--- src/rtl/hazard_control_unit_if.sv ---
// Pipeline <-> hazard controller bundle: hazard inputs from the pipeline latches
// and the per-latch enable/flush controls driven back by the controller.
interface hazard_control_unit_if #(
  parameter int REG_W = 5
);
  logic             ihit;
  logic             dhit;
  logic [REG_W-1:0] ifid_rs;
  logic [REG_W-1:0] ifid_rt;
  logic             ifid_rt_used;
  logic [REG_W-1:0] idex_wsel;
  logic             idex_regWr;
  logic             idex_dmemren;
  logic             exmem_dmemren;
  logic             exmem_dmemwen;
  logic             exmem_redirect;
  logic             exmem_halt;
  logic             pc_en;
  logic             ifid_en;
  logic             idex_en;
  logic             exmem_en;
  logic             memwb_en;
  logic             ifid_flush;
  logic             idex_flush;
  logic             exmem_flush;
  logic             memwb_flush;
  logic             halted;

  modport master (
    output ihit, dhit, ifid_rs, ifid_rt, ifid_rt_used, idex_wsel, idex_regWr,
           idex_dmemren, exmem_dmemren, exmem_dmemwen, exmem_redirect, exmem_halt,
    input  pc_en, ifid_en, idex_en, exmem_en, memwb_en,
           ifid_flush, idex_flush, exmem_flush, memwb_flush, halted
  );

  modport slave (
    input  ihit, dhit, ifid_rs, ifid_rt, ifid_rt_used, idex_wsel, idex_regWr,
           idex_dmemren, exmem_dmemren, exmem_dmemwen, exmem_redirect, exmem_halt,
    output pc_en, ifid_en, idex_en, exmem_en, memwb_en,
           ifid_flush, idex_flush, exmem_flush, memwb_flush, halted
  );
endinterface

--- src/rtl/hazard_control_unit.sv ---
// Stall/flush controller for the 5-stage core: load-use, I/D-miss, MEM redirect and halt.
// Optional HAZARD_PERF_EN adds saturating stall_cycles / flush_events counters.
module hazard_control_unit #(
  parameter int REG_W = 5
`ifdef HAZARD_PERF_EN
  ,
  parameter int PERF_W = 32
`endif
) (
  input  logic                 CLK,
  input  logic                 RST,
  hazard_control_unit_if.slave hif
`ifdef HAZARD_PERF_EN
  ,
  output logic [PERF_W-1:0]    stall_cycles,
  output logic [PERF_W-1:0]    flush_events
`endif
);

  typedef enum logic [1:0] {
    RUN   = 2'd0,
    DWAIT = 2'd1,
    RWAIT = 2'd2,
    HALT  = 2'd3
  } state_e;

  state_e state_q;
  state_e state_d;

  logic dmem_busy_s;
  logic lu_s;
  logic run_eval_s;
  logic pc_en_s;
  logic ifid_en_s;
  logic idex_en_s;
  logic exmem_en_s;
  logic memwb_en_s;
  logic ifid_flush_s;
  logic idex_flush_s;
  logic exmem_flush_s;
  logic memwb_flush_s;
  logic halted_s;

  assign dmem_busy_s = (hif.exmem_dmemren | hif.exmem_dmemwen) & ~hif.dhit;
  assign lu_s = hif.idex_dmemren & hif.idex_regWr & (hif.idex_wsel != {REG_W{1'b0}}) &
                ((hif.ifid_rs == hif.idex_wsel) |
                 (hif.ifid_rt_used & (hif.ifid_rt == hif.idex_wsel)));

  // State register
  always_ff @(posedge CLK) begin
    if (RST) begin
      state_q <= RUN;
    end else begin
      state_q <= state_d;
    end
  end

  // Next-state and latch control; DWAIT-with-dhit is resolved exactly like RUN
  always_comb begin
    state_d       = state_q;
    run_eval_s    = 1'b0;
    pc_en_s       = hif.ihit;
    ifid_en_s     = 1'b1;
    idex_en_s     = 1'b1;
    exmem_en_s    = 1'b1;
    memwb_en_s    = 1'b1;
    ifid_flush_s  = ~hif.ihit;
    idex_flush_s  = 1'b0;
    exmem_flush_s = 1'b0;
    memwb_flush_s = 1'b0;
    halted_s      = 1'b0;
    if (RST) begin
      state_d       = RUN;
      pc_en_s       = 1'b0;
      ifid_en_s     = 1'b0;
      idex_en_s     = 1'b0;
      exmem_en_s    = 1'b0;
      memwb_en_s    = 1'b0;
      ifid_flush_s  = 1'b1;
      idex_flush_s  = 1'b1;
      exmem_flush_s = 1'b1;
      memwb_flush_s = 1'b1;
    end else begin
      case (state_q)
        RUN: begin
          run_eval_s = 1'b1;
        end
        DWAIT: begin
          if (hif.dhit) begin
            state_d    = RUN;
            run_eval_s = 1'b1;
          end else begin
            pc_en_s       = 1'b0;
            ifid_en_s     = 1'b0;
            idex_en_s     = 1'b0;
            exmem_en_s    = 1'b0;
            ifid_flush_s  = 1'b0;
            memwb_flush_s = 1'b1;
          end
        end
        RWAIT: begin
          if (hif.ihit) begin
            state_d       = RUN;
            pc_en_s       = 1'b1;
            ifid_flush_s  = 1'b1;
            idex_flush_s  = 1'b1;
            exmem_flush_s = 1'b1;
          end else begin
            pc_en_s      = 1'b0;
            ifid_en_s    = 1'b0;
            idex_en_s    = 1'b0;
            exmem_en_s   = 1'b0;
            memwb_en_s   = 1'b0;
            ifid_flush_s = 1'b0;
          end
        end
        HALT: begin
          pc_en_s      = 1'b0;
          ifid_en_s    = 1'b0;
          idex_en_s    = 1'b0;
          exmem_en_s   = 1'b0;
          ifid_flush_s = 1'b0;
          halted_s     = 1'b1;
        end
        default: begin
          state_d = RUN;
        end
      endcase

      if (run_eval_s) begin
        if (hif.exmem_halt) begin
          state_d = HALT;
        end else if (dmem_busy_s) begin
          // Freeze the front of the pipe; WB gets a bubble while MEM waits
          state_d       = DWAIT;
          pc_en_s       = 1'b0;
          ifid_en_s     = 1'b0;
          idex_en_s     = 1'b0;
          exmem_en_s    = 1'b0;
          ifid_flush_s  = 1'b0;
          memwb_flush_s = 1'b1;
        end else if (hif.exmem_redirect & hif.ihit) begin
          pc_en_s       = 1'b1;
          ifid_flush_s  = 1'b1;
          idex_flush_s  = 1'b1;
          exmem_flush_s = 1'b1;
        end else if (hif.exmem_redirect) begin
          state_d      = RWAIT;
          pc_en_s      = 1'b0;
          ifid_en_s    = 1'b0;
          idex_en_s    = 1'b0;
          exmem_en_s   = 1'b0;
          memwb_en_s   = 1'b0;
          ifid_flush_s = 1'b0;
        end else if (lu_s) begin
          pc_en_s      = 1'b0;
          ifid_en_s    = 1'b0;
          ifid_flush_s = 1'b0;
          idex_flush_s = 1'b1;
        end else begin
          state_d = state_d;
        end
      end else begin
        state_d = state_d;
      end
    end
  end

  assign hif.pc_en       = pc_en_s;
  assign hif.ifid_en     = ifid_en_s;
  assign hif.idex_en     = idex_en_s;
  assign hif.exmem_en    = exmem_en_s;
  assign hif.memwb_en    = memwb_en_s;
  assign hif.ifid_flush  = ifid_flush_s;
  assign hif.idex_flush  = idex_flush_s;
  assign hif.exmem_flush = exmem_flush_s;
  assign hif.memwb_flush = memwb_flush_s;
  assign hif.halted      = halted_s;

`ifdef HAZARD_PERF_EN
  logic [PERF_W-1:0] stall_q;
  logic [PERF_W-1:0] flush_q;
  logic              stall_inc_s;

  assign stall_inc_s = ~pc_en_s & (state_q != HALT);

  // Saturating event counters
  always_ff @(posedge CLK) begin
    if (RST) begin
      stall_q <= {PERF_W{1'b0}};
      flush_q <= {PERF_W{1'b0}};
    end else begin
      if (stall_inc_s && (stall_q != {PERF_W{1'b1}})) begin
        stall_q <= stall_q + {{(PERF_W-1){1'b0}}, 1'b1};
      end else begin
        stall_q <= stall_q;
      end
      if (exmem_flush_s && (flush_q != {PERF_W{1'b1}})) begin
        flush_q <= flush_q + {{(PERF_W-1){1'b0}}, 1'b1};
      end else begin
        flush_q <= flush_q;
      end
    end
  end

  assign stall_cycles = stall_q;
  assign flush_events = flush_q;
`endif

endmodule

--- src/flat_wrapper.sv ---
// flat-port wrapper written by rule: the top's interface ports become plain ports
module hazard_control_unit_flat 
#(
  parameter int REG_W = 5

)
  (CLK, RST, hif_ihit, hif_dhit, hif_ifid_rs, hif_ifid_rt, hif_ifid_rt_used, hif_idex_wsel, hif_idex_regWr, hif_idex_dmemren, hif_exmem_dmemren, hif_exmem_dmemwen, hif_exmem_redirect, hif_exmem_halt, hif_pc_en, hif_ifid_en, hif_idex_en, hif_exmem_en, hif_memwb_en, hif_ifid_flush, hif_idex_flush, hif_exmem_flush, hif_memwb_flush, hif_halted);
  hazard_control_unit_if #(.REG_W(REG_W)) hif_i ();
  input  logic CLK;
  input  logic RST;
  input wire logic [$bits(hif_i.ihit)-1:0] hif_ihit;
  input wire logic [$bits(hif_i.dhit)-1:0] hif_dhit;
  input wire logic [$bits(hif_i.ifid_rs)-1:0] hif_ifid_rs;
  input wire logic [$bits(hif_i.ifid_rt)-1:0] hif_ifid_rt;
  input wire logic [$bits(hif_i.ifid_rt_used)-1:0] hif_ifid_rt_used;
  input wire logic [$bits(hif_i.idex_wsel)-1:0] hif_idex_wsel;
  input wire logic [$bits(hif_i.idex_regWr)-1:0] hif_idex_regWr;
  input wire logic [$bits(hif_i.idex_dmemren)-1:0] hif_idex_dmemren;
  input wire logic [$bits(hif_i.exmem_dmemren)-1:0] hif_exmem_dmemren;
  input wire logic [$bits(hif_i.exmem_dmemwen)-1:0] hif_exmem_dmemwen;
  input wire logic [$bits(hif_i.exmem_redirect)-1:0] hif_exmem_redirect;
  input wire logic [$bits(hif_i.exmem_halt)-1:0] hif_exmem_halt;
  output wire logic [$bits(hif_i.pc_en)-1:0] hif_pc_en;
  output wire logic [$bits(hif_i.ifid_en)-1:0] hif_ifid_en;
  output wire logic [$bits(hif_i.idex_en)-1:0] hif_idex_en;
  output wire logic [$bits(hif_i.exmem_en)-1:0] hif_exmem_en;
  output wire logic [$bits(hif_i.memwb_en)-1:0] hif_memwb_en;
  output wire logic [$bits(hif_i.ifid_flush)-1:0] hif_ifid_flush;
  output wire logic [$bits(hif_i.idex_flush)-1:0] hif_idex_flush;
  output wire logic [$bits(hif_i.exmem_flush)-1:0] hif_exmem_flush;
  output wire logic [$bits(hif_i.memwb_flush)-1:0] hif_memwb_flush;
  output wire logic [$bits(hif_i.halted)-1:0] hif_halted;
  assign hif_i.ihit = hif_ihit;
  assign hif_i.dhit = hif_dhit;
  assign hif_i.ifid_rs = hif_ifid_rs;
  assign hif_i.ifid_rt = hif_ifid_rt;
  assign hif_i.ifid_rt_used = hif_ifid_rt_used;
  assign hif_i.idex_wsel = hif_idex_wsel;
  assign hif_i.idex_regWr = hif_idex_regWr;
  assign hif_i.idex_dmemren = hif_idex_dmemren;
  assign hif_i.exmem_dmemren = hif_exmem_dmemren;
  assign hif_i.exmem_dmemwen = hif_exmem_dmemwen;
  assign hif_i.exmem_redirect = hif_exmem_redirect;
  assign hif_i.exmem_halt = hif_exmem_halt;
  assign hif_pc_en = hif_i.pc_en;
  assign hif_ifid_en = hif_i.ifid_en;
  assign hif_idex_en = hif_i.idex_en;
  assign hif_exmem_en = hif_i.exmem_en;
  assign hif_memwb_en = hif_i.memwb_en;
  assign hif_ifid_flush = hif_i.ifid_flush;
  assign hif_idex_flush = hif_i.idex_flush;
  assign hif_exmem_flush = hif_i.exmem_flush;
  assign hif_memwb_flush = hif_i.memwb_flush;
  assign hif_halted = hif_i.halted;
  hazard_control_unit #(.REG_W(REG_W)) u_core (.CLK(CLK), .RST(RST), .hif(hif_i));
endmodule
--- config.mk ---
export PLATFORM = sky130hd
export DESIGN_NAME = hazard_control_unit_flat
export DESIGN_NICKNAME = d
export VERILOG_FILES = /design/src/rtl/hazard_control_unit_if.sv /design/src/rtl/hazard_control_unit.sv /design/src/flat_wrapper.sv
export SDC_FILE = /design/constraint.sdc
export NUM_CORES = 1
export LEC_CHECK = 0
export BUFFER_PORTS_ARGS = -buffer_cell sky130_fd_sc_hd__buf_2
export CORE_MARGIN = 5
export CORE_UTILIZATION = 42
export DETAILED_ROUTE_END_ITERATION = 12
export PLACE_DENSITY_LB_ADDON = 0.25
export REMOVE_ABC_BUFFERS = 1
export SLEW_MARGIN = 20
export SYNTH_ARGS = -nofsm -noshare
export SYNTH_HDL_FRONTEND = slang
export SYNTH_SLANG_ARGS = --single-unit
--- constraint.sdc ---
create_clock -name CLK -period 2.36 [get_ports CLK]
set_clock_uncertainty 0.2 [all_clocks]
set_input_delay 0.354 -clock CLK [delete_from_list [all_inputs] [get_ports CLK]]
set_output_delay 0.354 -clock CLK [all_outputs]
set_load 0.05 [all_outputs]
* After elaboration in Yosys (flattened, before gate mapping)
Cells that the tools add are included.
** Operators by class
- Bitwise gates (word level) :: 10
- Equality and inequality tests :: 5
- Reduce and logical (&&, ||, !) cells :: 2
- Muxes and demuxes :: 72
** Operators by type and width (number)
- $mux W1 :: 60
- $mux W2 :: 7
- $eq A5 B5 Y1 :: 2
- $pmux W1 S3 :: 3
- $and A1 B1 Y1 :: 6
- $reduce_bool A5 Y1 :: 1
- $eq A2 B2 Y1 const B :: 2
- $pmux W2 S2 :: 1
- $eq A2 B1 Y1 const B :: 1
- $logic_not A2 Y1 :: 1
- $not A1 Y1 :: 2
- $or A1 B1 Y1 :: 2
- $pmux W1 S2 :: 1
** Word-level totals
- Flip-flop bits (word level) :: 2
- Output and inout port bits :: 10

* Logic depth before layout (Yosys ltp)
- Depth in word-level cells :: 11
- Mapped depth :: 6
- Depth with buffers taken out :: 6

* Least setup slack after synthesis
No wires, ideal clock.
- Path type :: reg2out
- Start point :: reg u_core.state_q[0]
- End point :: out hif_idex_flush
- Arrival :: 2.989 ns
- Buffers on the path :: 0
- Path slack :: -1.183 ns
- Cell stages (with the launch flop) :: 7
- Data required time :: 1.806 ns
- Cell sequence :: dfxtp_1 > inv_1 > ha_1 > a21o_2 > nand2_2 > o41ai_1 > a21o_1
** Between the ends
- Longest elaborated chain between the ends :: 9
- Elaborated cells on any way between the ends :: 13
- Those cells by class :: 2 x eq/ne; 10 x mux; 1 x reduce/logical
** RTL lines
- start, declared :: line hazard_control_unit.sv:27 : state_e state_q;
- start signal, assigned :: line hazard_control_unit.sv:54 : state_q <= state_d;
- $eq A2 B2 Y1 :: line hazard_control_unit.sv:84 : case (state_q)
- $mux W1 :: line hazard_control_unit.sv:84
- $mux W1 :: line hazard_control_unit.sv:155 : end else if (lu_s) begin
- $mux W1 :: line hazard_control_unit.sv:147 : end else if (hif.exmem_redirect) begin
- $mux W1 :: line hazard_control_unit.sv:142 : end else if (hif.exmem_redirect & hif.ihit) begin
- $mux W1 :: line hazard_control_unit.sv:133 : end else if (dmem_busy_s) begin
- $mux W1 :: line hazard_control_unit.sv:131 : if (hif.exmem_halt) begin
- $mux W1 (*) :: line hazard_control_unit.sv:130 : if (run_eval_s) begin
- $mux W1 (*) :: line hazard_control_unit.sv:72 : if (RST) begin
- end, declared :: line flat_wrapper.sv:29 : output wire logic [$bits(hif_i.idex_flush)-1:0] hif_idex_flush;
Every way passes the cells marked *; elsewhere a longest branch is shown, timed or not. The select of a mux whose other input is x is not followed.

* Worst setup path in the final report
- Start point :: reg u_core.state_q[0]
- End point :: out hif_pc_en
** Between the ends
- Longest elaborated chain between the ends :: 9
- Elaborated cells on any way between the ends :: 14
- Those cells by class :: 3 x eq/ne; 10 x mux; 1 x reduce/logical
** RTL lines
- $eq A2 B2 Y1 or $eq A2 B1 Y1 (tied branches) :: line hazard_control_unit.sv:84
- $pmux W1 S3 :: line hazard_control_unit.sv:84
- $mux W1 :: line hazard_control_unit.sv:155
- $mux W1 :: line hazard_control_unit.sv:147
- $mux W1 :: line hazard_control_unit.sv:142
- $mux W1 :: line hazard_control_unit.sv:133
- $mux W1 :: line hazard_control_unit.sv:131
- $mux W1 (*) :: line hazard_control_unit.sv:130
- $mux W1 (*) :: line hazard_control_unit.sv:72
- end, declared :: line flat_wrapper.sv:23 : output wire logic [$bits(hif_i.pc_en)-1:0] hif_pc_en;
Marked as above.

==> out/metrics.cfg <==
[setup_path]
cp.arrival_ps = 1920
cp_num_buf_inv = 2
cp.required_ps = 1810
end_kind = output port
crit_path_max_fanout = 2
crit_start = u_core.state_q[0]
critical_path_class = flip-flop to output port
reg2reg_depth = 8
path_depth = 7
r2r_slack_ps = 740
endpoint = hif_pc_en
path_cells = inv_2 > ha_4 > or3b_4 > a2111oi_4 > nor3_1 > a21oi_1 > buf_4
crit_family = simple AND/OR/NAND/NOR gates
r2r_start = u_core.state_q[1]
start_kind = flip-flop
timing.rr.end = u_core.state_q[0]
cpMaxStageDelayCell = or3b_4
slowest_delay_ps = 390

[hold_path]
hp-class = input port to flip-flop
hold_depth = 2

[finish]
stdcell_count = 133
fill_cells = 121
utilization_pct = 69.9
diodes = 0
largest_registers = u_core.state_q (2)
final_common_cell = buf_2
register_area_um2 = 42.5
largest_reg_flops = 2
drive_gt1_share_pct = 55.9
regMostFlops = u_core.state_q
layout_common_cells = 31 x buf_2, 10 x xnor2_1, 10 x buf_4
fin_nets = 150
multiInputGateArea_um2 = 567
area_growth_pct = 56.7

[sta]
timing.final.ws_setup_ps = -116
finalHoldViolations = 0
max_freq_ghz = 0.404
fin_crit_sh_pct = 105
finalSetupViolCount = 2
worst_pin_slew_ps = 392
grt_setup_unrepaired = true
slew_headroom_pct = 73.8
fin_crit_ps = 2480
finalMaxSlewViolations = 0

[routing]
ant_nets = 0
firstDrtPassIters = 4
wl_per_cell_um = 14.6
drt_iter0_drc = 20
drc = 0
vias = 725
routed_wl_um = 1940
viasPerCell = 5.45

[floorplanning]
rows = 13
chipWidth_um = 47.2
initial_core_util_pct = 44.6
pin_count = 36
die_y_um = 47.2
core_area_mm2 = 0.00130
die_area_mm2 = 0.00223

[cts]
cts_max_level = 1
cts_buffer_depth = 2
postCtsHoldBufs = 0
cts_tree = built
clkSinkCount = 2
cts_root_buffer = clkbuf_4
cts_setup_buffers = 0
numCtsBuffers = 3
clkTransAtPathRegs_ps = 30
clk_latency_ps = 220

[synthesis]
synth_edf_count = 0
synth_xor_area_share_pct = 15.1
yosys.cell_types.count = 37
synth_seq_cells = 2
syn_inst = 77
synth-compound-area-share_pct = 39.7
synth.area.mux_share_pct = 0
synth_top_family_by_area = compound AO/OA/AOI/OAI gates
yosysSeqAreaShare_pct = 6.90
synth_warnings = 0
syn_area_um2 = 581
syn_area_per_cell_um2 = 7.54
async_flop_share_pct = 0
yosys.area_share.adder_pct = 8.62
synth_top_flop_cell = dfxtp_1
yosys.area_share.simple_pct = 20.0

[global_routing]
grt_pass1_vias = 696
gr-total-overflow = 0
grt_start_max_net_pins = 10
track_usage_pct = 18.1
antenna_found_initial = 0
grt_pass1_wl_um = 2950

[placed_design]
place_hpwl_um = 1560
port_buffers = 35
dp_slack_ps = 1.77
placed_cells = 130
gp_congestion = 0.900

[outcome]
run_status = finished with violations
violations = negative setup slack

[power_and_ir_drop]
ir_worst_vdd_v = 0.000398
pwr_density_cell_mw_per_mm2 = 566
leakagePower_nw = 0.384

[run]
cap_violations = 0

-- per-layer routing --
layer	wire length [um]	vias up	part of all wire [%]	global-route usage, %
li1	-	369	-	-
met1	825	338	43	23.7
met2	1020	18	52	32.8
met3	96	0	5.0	0
met4	0	0	0	4.42
met5	0	-	0	0
-- cell type report --
| type | count | area share [%] |
|---|---|---|
| multi-input combinational | 65 | 62.3 |
| sequential | 2 | 4.68 |
| clock buffer | 3 | 2.48 |
| inverter | 7 | 3.16 |
| tap | 15 | 2.06 |
| timing repair buffer | 41 | 25.3 |
-- worst register-to-register path, stage by stage, from the launching register on --
cell,delay (ps)
dfxtp_2,340
inv_4,50
ha_4,150
buf_4,150
a21o_4,190
buf_4,150
a21oi_1,120
nand2_1,70
a21oi_1,120
-- worst min path at each step --
stage | start | end | slack [ps]
floorplan | RST | u_core.state_q[0] | 220
global placement | u_core.state_q[1] | u_core.state_q[1] | 370
detailed placement | u_core.state_q[1] | u_core.state_q[1] | 390
CTS | RST | u_core.state_q[0] | 240
global route | RST | u_core.state_q[0] | 280
finish | RST | u_core.state_q[0] | 260
-- per-stage QoR --
stage	hold slack [ps]	setup TNS (ps)	area (um^2)	power, mW
after floorplan	223	-3630	551	0.267
after global placement	371	0	790	0.382
after detailed placement	393	0	790	0.386
after CTS	238	-115	850	0.484
after global routing	276	-261	910	0.549
final	259	-149	910	0.515
-- synthesized netlist by cell type (2+ instances only) --
| master | number | area [um^2] |
|---|---|---|
| nor4_1 | 2 | 12.5 |
| o21ai_1 | 2 | 10.0 |
| ha_1 | 4 | 50.1 |
| a21oi_1 | 8 | 40.0 |
| buf_6 | 2 | 22.5 |
| nor2_1 | 2 | 7.51 |
| xnor2_1 | 10 | 87.6 |
| nand2_1 | 7 | 26.3 |
| inv_1 | 7 | 26.3 |
| a21boi_1 | 2 | 15.0 |
| o21ai_0 | 2 | 10.0 |
| nor3_1 | 2 | 10.0 |
| a311oi_1 | 2 | 17.5 |
| dfxtp_1 | 2 | 40.0 |
-- logic make-up after synthesis --
kind of cell               Yosys count
adders and majority gates            4
buffers and inverters               10
and+or+nand+nor                     21
AOI/OAI and AO/OA                   30
xor gates and xnor gates            10
DFF                                  2
-- report_power, final --
| group | internal [mW] | total, mW | switching, mW |
|---|---|---|---|
| combinational | 0.154 | 0.395 | 0.241 |
| clock | 0.0559 | 0.0725 | 0.0166 |
| sequential | 0.0424 | 0.0480 | 0.00560 |
-- timing repair --
item / 4_1_cts / 5_1_grt
gates resized for setup: 12 / 12
endpoints found under the setup margin: 6 / 5
pin swaps: 2 / 4
(Power assumes the default switching activity.)
